[src/rtl/xgmii_pkg.sv]
// XGMII control codes, aligned start-word pattern and rx frame FSM encoding
// shared by the rx frame delineator.
package xgmii_pkg;

   localparam logic [7:0] XgmiiStart    = 8'hFB;
   localparam logic [7:0] XgmiiTerm     = 8'hFD;
   localparam logic [7:0] XgmiiError    = 8'hFE;
   localparam logic [7:0] XgmiiIdle     = 8'h07;
   localparam logic [7:0] XgmiiPreamble = 8'h55;
   localparam logic [7:0] XgmiiSfd      = 8'hD5;

   localparam logic [63:0] StartWord = {XgmiiSfd, {6{XgmiiPreamble}}, XgmiiStart};
   localparam logic [7:0]  StartCtrl = 8'h01;

   typedef enum logic {
      StIdle = 1'b0,
      StData = 1'b1
   } rx_state_e;

   // Lowest lane flagged as control; 0 when no lane is flagged.
   function automatic logic [2:0] first_ctrl_lane(input logic [7:0] ctrl);
      logic [2:0] lane;
      lane = 3'd0;
      for (int i = 7; i >= 0; i--) begin
         if (ctrl[i]) lane = 3'(i);
      end
      return lane;
   endfunction

endpackage

[src/rtl/rx_lane_align.sv]
// Two-stage XGMII input register and lane aligner: frames starting in lane 4
// are shifted by four bytes so every frame starts on a 64-bit word boundary.
module rx_lane_align
   import xgmii_pkg::*;
(
   input  logic        clk_i,
   input  logic        rst_i,
   input  logic [63:0] rxd64_i,
   input  logic [7:0]  rxc8_i,
   output logic [63:0] data_o,
   output logic [7:0]  ctrl_o
);

   logic [71:0] r0_q, r1_q;
   logic        shift_q, shift_d;

   // The flag is decided from r0 so it switches exactly when r1 holds the start word.
   always_comb begin
      shift_d = shift_q;
      if (r0_q[64] && (r0_q[7:0] == XgmiiStart)) begin
         shift_d = 1'b0;
      end else if (r0_q[68] && (r0_q[39:32] == XgmiiStart)) begin
         shift_d = 1'b1;
      end
   end

   always_ff @(posedge clk_i or posedge rst_i) begin
      if (rst_i) begin
         r0_q    <= '0;
         r1_q    <= '0;
         shift_q <= 1'b0;
      end else begin
         r0_q    <= {rxc8_i, rxd64_i};
         r1_q    <= r0_q;
         shift_q <= shift_d;
      end
   end

   always_comb begin
      if (shift_q) begin
         data_o = {r0_q[31:0], r1_q[63:32]};
         ctrl_o = {r0_q[67:64], r1_q[71:68]};
      end else begin
         data_o = r1_q[63:0];
         ctrl_o = r1_q[71:64];
      end
   end

endmodule

[src/rtl/rx_frame_detect.sv]
// XGMII receive frame delineator: finds aligned start words, tracks frame data
// and raises terminator / error strobes for the downstream CRC checker.
module rx_frame_detect
   import xgmii_pkg::*;
#(
   parameter int unsigned TP = 1
) (
   input  logic        rxclk,
   input  logic        reset,
   input  logic [63:0] rxd64,
   input  logic [7:0]  rxc8,
   output logic [63:0] rxd64_d2,
   output logic        receiving_d1,
   output logic        receiving_d2,
   output logic        get_terminator,
   output logic [2:0]  terminator_location,
   output logic        wait_crc_check,
   output logic        frame_error
);

   // TP only delays assignments in behavioural models; nothing to delay here.
   logic tp_unused;
   assign tp_unused = ^TP;

   logic [63:0] a_data;
   logic [7:0]  a_ctrl;
   logic [2:0]  ctrl_lane;

   rx_state_e   state_q, state_d;
   logic [63:0] rxd64_d1_q, rxd64_d2_q;
   logic        rcv_d1_q, rcv_d2_q, rcv_d;
   logic        term_q, term_d;
   logic        err_q, err_d;
   logic [2:0]  loc_q, loc_d;
   logic [1:0]  crc_cnt_q, crc_cnt_d;

   rx_lane_align u_align (
      .clk_i   (rxclk),
      .rst_i   (reset),
      .rxd64_i (rxd64),
      .rxc8_i  (rxc8),
      .data_o  (a_data),
      .ctrl_o  (a_ctrl)
   );

   always_comb begin
      ctrl_lane = first_ctrl_lane(a_ctrl);
      state_d   = state_q;
      rcv_d     = 1'b0;
      term_d    = 1'b0;
      err_d     = 1'b0;
      loc_d     = loc_q;
      unique case (state_q)
         StIdle: begin
            if ((a_ctrl == StartCtrl) && (a_data == StartWord)) state_d = StData;
         end
         StData: begin
            if (a_ctrl == 8'h00) begin
               rcv_d = 1'b1;
            end else begin
               state_d = StIdle;
               // Only the lowest control lane matters; anything above /T/ is ignored.
               if (a_data[{ctrl_lane, 3'b000} +: 8] == XgmiiTerm) begin
                  term_d = 1'b1;
                  loc_d  = ctrl_lane;
               end else begin
                  err_d = 1'b1;
               end
            end
         end
         default: state_d = StIdle;
      endcase
   end

   always_comb begin
      if (term_q) begin
         crc_cnt_d = 2'd3;
      end else if (crc_cnt_q != 2'd0) begin
         crc_cnt_d = crc_cnt_q - 2'd1;
      end else begin
         crc_cnt_d = 2'd0;
      end
   end

   always_ff @(posedge rxclk or posedge reset) begin
      if (reset) begin
         state_q    <= StIdle;
         rxd64_d1_q <= '0;
         rxd64_d2_q <= '0;
         rcv_d1_q   <= 1'b0;
         rcv_d2_q   <= 1'b0;
         term_q     <= 1'b0;
         err_q      <= 1'b0;
         loc_q      <= 3'd0;
         crc_cnt_q  <= 2'd0;
      end else begin
         state_q    <= state_d;
         rxd64_d1_q <= a_data;
         rxd64_d2_q <= rxd64_d1_q;
         rcv_d1_q   <= rcv_d;
         rcv_d2_q   <= rcv_d1_q;
         term_q     <= term_d;
         err_q      <= err_d;
         loc_q      <= loc_d;
         crc_cnt_q  <= crc_cnt_d;
      end
   end

   assign rxd64_d2            = rxd64_d2_q;
   assign receiving_d1        = rcv_d1_q;
   assign receiving_d2        = rcv_d2_q;
   assign get_terminator      = term_q;
   assign terminator_location = loc_q;
   assign frame_error         = err_q;
   assign wait_crc_check      = term_q | (crc_cnt_q != 2'd0);

endmodule

[config.mk]
export PLATFORM = sky130hd
export DESIGN_NAME = rx_frame_detect
export DESIGN_NICKNAME = d
export VERILOG_FILES = /design/src/rtl/xgmii_pkg.sv /design/src/rtl/rx_lane_align.sv /design/src/rtl/rx_frame_detect.sv
export SDC_FILE = /design/constraint.sdc
export NUM_CORES = 1
export LEC_CHECK = 0
export BUFFER_PORTS_ARGS = -buffer_cell sky130_fd_sc_hd__buf_2
export CAP_MARGIN = 20
export CORE_MARGIN = 1.5
export CORE_UTILIZATION = 55
export DETAILED_ROUTE_END_ITERATION = 10
export PLACE_DENSITY = 0.78
export SLEW_MARGIN = 25
export SYNTH_ARGS = -nofsm -noshare
export SYNTH_HDL_FRONTEND = slang
export SYNTH_SLANG_ARGS = --single-unit
[constraint.sdc]
create_clock -name rxclk -period 12.05 [get_ports rxclk]
set_input_delay 2.41 -clock rxclk [delete_from_list [all_inputs] [get_ports rxclk]]
set_output_delay 2.41 -clock rxclk [all_outputs]
set_load 0.005 [all_outputs]
# After elaboration in Yosys (flattened, before gate mapping)

Cells that the tools add are included.

Bits in registers: 283
Output and inout bits: 72

Add/sub/neg operators: 1
Equality and inequality tests: 5
Shift-type cells: 1
Muxes and demuxes: 24
Bitwise gates (word level): 3
Reduce and logical (&&, ||, !) cells: 7

Operator list:

| operator                                          | count |
|---|---|
| == test 64 bit (second input constant)            | 1 |
| two-way mux 64 bit                                | 1 |
| variable part select 64 x 7 -> 8 bit              | 1 |
| == test 8 bit (second input constant)             | 3 |
| two-way mux 3 bit                                 | 8 |
| two-way mux 1 bit                                 | 11 |
| == test 8 x 1 -> 1 bit (second input constant)    | 1 |
| logical NOT 8 bit                                 | 1 |
| two-way mux 8 bit                                 | 1 |
| two-way mux 2 bit                                 | 2 |
| nonzero test 2 bit                                | 2 |
| logical AND 1 bit                                 | 3 |
| AND reduction 3 bit                               | 1 |
| inverter 1 bit                                    | 2 |
| one-hot mux 1 bit (2 select lines)                | 1 |
| subtractor 2 x 1 -> 2 bit (second input constant) | 1 |
| bitwise OR 1 bit                                  | 1 |

# Longest topological paths before layout

Gate-level depths: netlist (run 1).

Depth in word-level cells: 14
Mapped depth: 11

# Modules after synthesis

A second synthesis (run 1) with hierarchy kept.

Cell total of the unflattened synthesis: 458
Area total of the unflattened synthesis: 8933.6 µm²

By module, submodules not included:

| module          | instances | cells an instance | area each (µm²) |
|---|---|---|---|
| rx_lane_align   | 1         | 234               | 4902.2 |
| rx_frame_detect | 1         | 224               | 4031.4 |

# Worst setup path before layout (run 1)

Ideal clock, no wire load.

Kind: register to output
Start point: register crc_cnt_q[1]
End point: output port wait_crc_check
Arrival time: 0.739 ns
Path slack: 8.901 ns
Cell stages (with the launch flop): 2
Buffers on the path: 0
Cells stage by stage: dfrtp_1 > or3_1

Cells in the longest elaborated chain, start to end: 2

Ends and longest elaborated chain:

| item                   | RTL line               | RTL |
|---|---|---|
| start, declared        | rx_frame_detect.sv:35  | `logic [1:0] crc_cnt_q, crc_cnt_d;` |
| start signal, assigned | rx_frame_detect.sv:105 | `crc_cnt_q <= crc_cnt_d;` |
| nonzero test 2 bit     | rx_frame_detect.sv:115 | `assign wait_crc_check = term_q \| (crc_cnt_q != 2'd0);` |
| bitwise OR 1 bit       | rx_frame_detect.sv:115 |  |
| end, declared          | rx_frame_detect.sv:17  | `output logic wait_crc_check,` |

Every way passes these cells.

# Worst setup path after layout (run 1)

Ends and elaborated chain as after synthesis.

==> results of run 1 <==
per-layer routing:
layer | track usage, % | routed length, um | share of wire (%) | up-vias
li1 | - | - | - | 2071
met3 | 3.80 | 998 | 6.1 | 33
met1 | 28.4 | 6870 | 42 | 2338
met2 | 33.9 | 8100 | 49 | 155
met4 | 6.87 | 413 | 2.5 | 0
met5 | 0 | 0 | 0 | -
area by class of cell:
| class | count | area (um2) |
|---|---|---|
| clock buffer | 31 | 688 |
| clock inverter | 15 | 194 |
| fill | 979 | 4770 |
| inverter | 21 | 86.3 |
| multi-input combinational | 194 | 1510 |
| sequential | 283 | 7090 |
| tap | 211 | 264 |
| timing repair buffer | 149 | 779 |
sequential cells by signal, summed over array words and instances (netlist names):
signal               cells
frame_error              1
rxd64_d1_q              64
receiving_d1             1
rxd64_d2                64
terminator_location      3
u_align.shift_q          1
get_terminator           1
crc_cnt_q                2
state_q                  1
u_align.r1_q            72
receiving_d2             1
u_align.r0_q            72
cell families (layout without fill, tap and decap cells):
logic type             Yosys count  after routing
muxes                           69             69
and+or+nand+nor                 92             92
DFF                            283            283
AOI/OAI and AO/OA               33             33
buffers and inverters           31            216
critical path, delay by kind of cell (launching register included):
| family | cells | cell delay (ns) |
|---|---|---|
| buffers and inverters | 1 | 0.13 |
| DFF | 1 | 0.39 |
| and+or+nand+nor | 1 | 0.36 |
Yosys cell counts, types with 6 or more instances:
cell	instances	area, um2
dfrtp_1	283	7080
mux2_2	48	541
nand2_1	22	82.6
inv_1	21	78.8
mux2i_1	18	180
nand4_1	10	62.6
nor3_1	9	45.0
nand3_1	8	40.0
o21ai_0	8	40.0
nand4b_1	7	61.3
nor2_1	6	22.5
nor4_1	6	37.5
worst min path at each step:
stage                                  end  cells past startpoint  slack, ns
floorplan            rxd64_d2[0]$_DFF_PP0_                      0       0.33
global placement    rxd64_d2[62]$_DFF_PP0_                      0       0.33
detailed placement  rxd64_d2[29]$_DFF_PP0_                      0       0.33
CTS                 rxd64_d2[61]$_DFF_PP0_                      0       0.35
global route        rxd64_d2[15]$_DFF_PP0_                      0       0.35
finish              rxd64_d2[30]$_DFF_PP0_                      0       0.35
power groups by stage:
stage	Clock [mW]	Sequential, mW	Combinational (mW)
2_1_floorplan	0	1.05	0.0585
3_3_place_gp	0	1.05	0.100
3_5_place_dp	0	1.05	0.103
4_1_cts	0.845	1.04	0.104
5_1_grt	0.885	1.04	0.115
6_report	0.827	1.04	0.104
metrics by stage:
step	setup WS (ns)	instance area, um2
after detailed placement	7.08	9690
final	8.26	10600
after floorplan	1.83	8730
after global routing	8.05	10600
after CTS	7.63	10600
after global placement	7.19	9690
==> results.md, run 1 <==
- Post-synth EDFFs: 0
- Ant. Diodes: 0
- R2r startpoint: u_align.shift_q$_DFFE_PP0P_
- R2R Setup Slk: 8.37 ns
- Tightest Pin Transition: 0.765 ns
- Power, Total: 1.97 mW
- Tcrit/Tclk final: 31.5%
- Setup Buffers After CTS: 0
- Core ar.: 15400 um2
- CTS tree: yes
- WL per Instance: 18.1 um
- Initial antenna violation count: 0
- Multiplexer share of the synthesized area: 8.64%
- Slowest-stage cell, CP: dfrtp_1
- Initial core utilization: 56.8%
- First-pass DRT Iterations: 4
- First-pass GRT wire length: 25900 um
- Arr. time, crit path: 1.38 ns
- Hold Path Class: reg -> reg
- Crit-path cells: or3_1 -> buf_2
- Total Routing Usage GR: 20.6%
- Total routed wirelength: 16400 um
- Synth Area in XOR/XNOR: 0%
- CTS Buffer Depth: 3
- Worst Setup End Kind: output pin
- Layout Cells excl Fill: 904
- Pint: 1.55 mW
- DRC errors left: 0
- Final HPWL DP: 10700 um
- FF-to-FF path depth: 8
- Leak: 4.93 nW
- RSZ-0062 raised after global routing: no
- Logic pwr share: 5.3%
- Sink Count: 283
- Power Density: 186 nW/um2
- Seq pwr share: 52.7%
- Max-slew violation count: 0
- Placed Cells: 857
- GPL Wtd Cong: 0.822
- Critical R2R Capture: terminator_location[1]$_DFFE_PP0P_
- Final nets: 748
- Worst hold slack: 0.347 ns
- Post-route ant nets: 0
- CP max stage delay: 0.39 ns
- Flop and latch count out of synthesis: 283
- Worst ir drop on vdd: 111 uV
- Most frequent cells in the layout: 282 x dfrtp_1, 145 x buf_2, 48 x mux2_2
- Syn Nets: 582
- Share of layout cells above drive strength 1: 35.6%
- TNS Setup: 0 ns
- Grt total ovfl: 0
- Count of final hold-check violations: 0
- Clock network fraction of total power: 42.0%
- Crit path from: crc_cnt_q[1]$_DFF_PP0_
- Root buffer cell: clkbuf_16
- Net Sw Power: 419 uW
- I/O pins: 146
- Commonest non-fill, non-tap cell in the layout: dfrtp_1
- Sequential area share after synthesis: 81.1%
- Top_reg_cell synth: dfrtp_1
- Die height: 129 um
- Largest net degree at the start of global routing: 144
- Min Tclk post-route: 3.79 ns
- Worst setup SP type: flip-flop
- Syn_area_per_cell: 17.2 um2
- Post-cts hold buffer count: 0
- Vias in the first global route: 4836
- Ys async rst share: 100%
- Clock transition at the registers of the reported paths: 0.07 ns
- Num rows: 45
- Sw frac: 21.3%
- Setup violators final: 0
- Vias per std cell: 5.09
- CTS H-tree depth: 1
- CTS Buf Count: 25
- Die ar.: 16600 um2
- Detailed Route Iter0 Violations: 354
- Largest family of logic cells by synthesized area: multiplexers
- Adder-cell area share of the yosys netlist: 0%
- Compound-Gate Fraction of Synth Area: 2.59%
- Synthesis warning total: 0
- Via Count: 4597
- Syn Inst Count: 508
- WP data required: 9.64 ns
- IO Port Bufs: 145
- Post-Synth Simple-Gate Area: 6.02%
- Worst hold start: rxd64_d1_q[30]$_DFF_PP0_
- # resized after CTS: 0
- Finished Core Util: 69.0%
- Die X-Extent: 129 um
- Yosys cell types: 43
- Skew-Pair Late Insertion Delay: 0.52 ns
- Crit Path Class: reg -> out
- Critical path endpoint: wait_crc_check
- Post-Syn Area: 8730 um2
- Outcome: finished, final reports clean
- Fmax achieved: 264 MHz
- Rel. slew slack: 49.0%
- Clock Skew: 0.0128 ns
- Area grow syn2layout: 21.4%
- Maximum net fanout on the critical path: 3
- Max cap viols: 0
No activity file was read; power rests on OpenSTA's default activity.
==> run 2, diff against run 1 <==
--- a/config.mk
+++ b/config.mk
@@ -8,9 +8,9 @@
 export BUFFER_PORTS_ARGS = -buffer_cell sky130_fd_sc_hd__buf_2
 export CAP_MARGIN = 20
 export CORE_MARGIN = 1.5
-export CORE_UTILIZATION = 55
+export CORE_UTILIZATION = 49
 export DETAILED_ROUTE_END_ITERATION = 10
-export PLACE_DENSITY = 0.78
+export PLACE_DENSITY = 0.74
 export SLEW_MARGIN = 25
 export SYNTH_ARGS = -nofsm -noshare
 export SYNTH_HDL_FRONTEND = slang
==> constraint.sdc (replaced) <==
create_clock -name rxclk -period 3.06 [get_ports rxclk]
set_input_delay 0.612 -clock rxclk [delete_from_list [all_inputs] [get_ports rxclk]]
set_output_delay 0.612 -clock rxclk [all_outputs]
set_load 0.005 [all_outputs]
==> results.md, run 2 (same netlist as run 1, synthesis figures left out) <==
- TNS Setup: 0 ns (unchanged)
- Arr. time, crit path: 3.35 ns (+1.97 ns)
- Core ar.: 17400 um2 (+13%)
- Clock Skew: 0.00864 ns (-0.00418 ns)
- Crit-path cells: buf_4 -> mux2_2 -> nor4_1 -> nand2_1 -> o311a_1 -> a211o_1 -> a21oi_2 -> mux2_1
- First-pass GRT wire length: 25800 um (-0.45%)
- GPL Wtd Cong: 0.880 (+7.0%)
- Ant. Diodes: 0 (unchanged)
- IO Port Bufs: 145 (unchanged)
- Layout Cells excl Fill: 926 (+2.4%)
- First-pass DRT Iterations: 5 (+1)
- Die X-Extent: 137 um (+5.8%)
- # resized after CTS: 0 (unchanged)
- Rel. slew slack: 60.4% (+11 points)
- Worst ir drop on vdd: 418 uV (+280%)
- Num rows: 48 (+6.7%)
- Total Routing Usage GR: 18.3% (-2.3 points)
- Post-cts hold buffer count: 0 (unchanged)
- Root buffer cell: clkbuf_16
- Crit Path Class: reg -> reg
- Sink Count: 283 (unchanged)
- Min Tclk post-route: 2.95 ns
- CTS H-tree depth: 1 (unchanged)
- Slowest-stage cell, CP: dfrtp_4
- WP data required: 3.47 ns (-6.17 ns)
- Vias per std cell: 4.98 (-2.1%)
- Final nets: 756 (+1.1%)
- Worst Setup End Kind: flip-flop
- Maximum net fanout on the critical path: 14 (+11)
- Share of layout cells above drive strength 1: 36.1% (+0.45 points)
- Setup violators final: 0 (unchanged)
- Power Density: 753 nW/um2 (+310%)
- CP delay by family, top: compound AO/OA/AOI/OAI gates
- I/O pins: 146 (unchanged)
- Count of final hold-check violations: 0 (unchanged)
- Total routed wirelength: 16600 um (+1.3%)
- Largest net degree at the start of global routing: 111 (-23%)
- CTS Buffer Depth: 3 (unchanged)
- Worst setup SP type: flip-flop
- CTS Buf Count: 28 (+12%)
- RSZ-0062 raised after global routing: no
- Clock transition at the registers of the reported paths: 0.06 ns (about the same)
- Initial core utilization: 50.3% (-6.5 points)
- Power, Total: 8.11 mW (+310%)
- Finished Core Util: 62.1% (-6.9 points)
- Grt total ovfl: 0 (unchanged)
- Tightest Pin Transition: 0.592 ns (-0.173 ns)
- CP max stage delay: 0.49 ns (+0.10 ns)
- Post-route ant nets: 0 (unchanged)
- Commonest non-fill, non-tap cell in the layout: dfrtp_1
- Vias in the first global route: 4963 (+2.6%)
- Via Count: 4612 (+0.33%)
- Placed Cells: 877 (+2.3%)
- Max-slew violation count: 0 (unchanged)
- Max cap viols: 0 (unchanged)
- Area grow syn2layout: 23.3%
- CTS tree: yes
- Initial antenna violation count: 0 (unchanged)
- DP Worst Slack: 0.174 ns (-6.91 ns)
- Detailed Route Iter0 Violations: 276 (-22%)
- Regs by FF count: u_align.r0_q (72), u_align.r1_q (72)
- Tcrit/Tclk final: 96.3%
- Leak: 5.01 nW (+1.5%)
- Setup ws final: 0.114 ns (-8.14 ns)
- Final HPWL DP: 11500 um (+7.6%)
- WL per Instance: 17.9 um (-1.1%)
- DRC errors left: 0 (unchanged)
- Die ar.: 18600 um2 (+12%)
- Skew-Pair Late Insertion Delay: 0.53 ns (about the same)
- Outcome: finished, final reports clean
- Fillers: 1243 (+27%)
- Fmax achieved: 339 MHz
- Setup Buffers After CTS: 0 (unchanged)
- Most frequent cells in the layout: 282 x dfrtp_1, 145 x buf_2, 48 x mux2_2
- Hold Path Class: in -> async
- Worst path bufs/invs: 1 (unchanged)
- Die height: 137 um (+5.8%)
[run 2: cell count changes in the layout (fill, tap and decap cells not counted), sizes merged]
cell | before | now
buf | 149 | 154
inv | 23 | 21
clkbuf | 31 | 37
bufinv | 4 | 5
clkinv | 6 | 4
[run 2: layer usage]
metal / track usage, % / part of all wire (%) / vias to the layer above
met5: 0 / 0 / -
met4: 6.68 / 3.7 / 0
met3: 3.30 / 5.4 / 47
met2: 30.8 / 50 / 146
met1: 24.0 / 41 / 2329
li1: - / - / 2090
[run 2: final timing paths]
path / from / end / slack (ns) / depth (start not counted)
hold reg to reg: rxd64_d1_q[21]$_DFF_PP0_ / rxd64_d2[21]$_DFF_PP0_ / 0.35 / 0
hold / removal: reset / rxd64_d2[21]$_DFF_PP0_ / 0.01 / 2
setup / recovery: u_align.shift_q$_DFFE_PP0P_ / terminator_location[2]$_DFFE_PP0P_ / 0.11 / 8
setup reg to reg: u_align.shift_q$_DFFE_PP0P_ / terminator_location[2]$_DFFE_PP0P_ / 0.11 / 8
max in group asynchronous: reset / u_align.shift_q$_DFFE_PP0P_ / 2.20 / 3
min in group rxclk: rxd64[19] / u_align.r0_q[19]$_DFF_PP0_ / 0.19 / 1
[run 2: cell type report]
class                   instances  area [um2]  share of cell area (%)
flip-flops and latches        283        7090                    65.8
multi-input cells             194        1510                    14.0
repair buffers                154         818                    7.60
clock buffers                  37         796                    7.39
well taps                     225         282                    2.61
clock inverters                12         201                    1.87
inverters                      21        82.6                   0.767
[run 2: power by group]
| group | internal, mW | switching (mW) | leakage, nW | total, mW |
|---|---|---|---|---|
| clock network | 2.25 | 1.36 | 0.482 | 3.61 |
| registers | 3.97 | 0.105 | 3.32 | 4.08 |
| logic | 0.187 | 0.235 | 1.20 | 0.421 |
| total | 6.41 | 1.70 | 5.01 | 8.11 |
[run 2: stage by stage]
step | hold slack, ns | area, um2
5_1_grt | 0.00781 | 10800
2_1_floorplan | 0.331 | 8740
3_3_place_gp | 0.334 | 9770
6_report | 0.0136 | 10800
3_5_place_dp | 0.335 | 9770
4_1_cts | 0.00674 | 10800
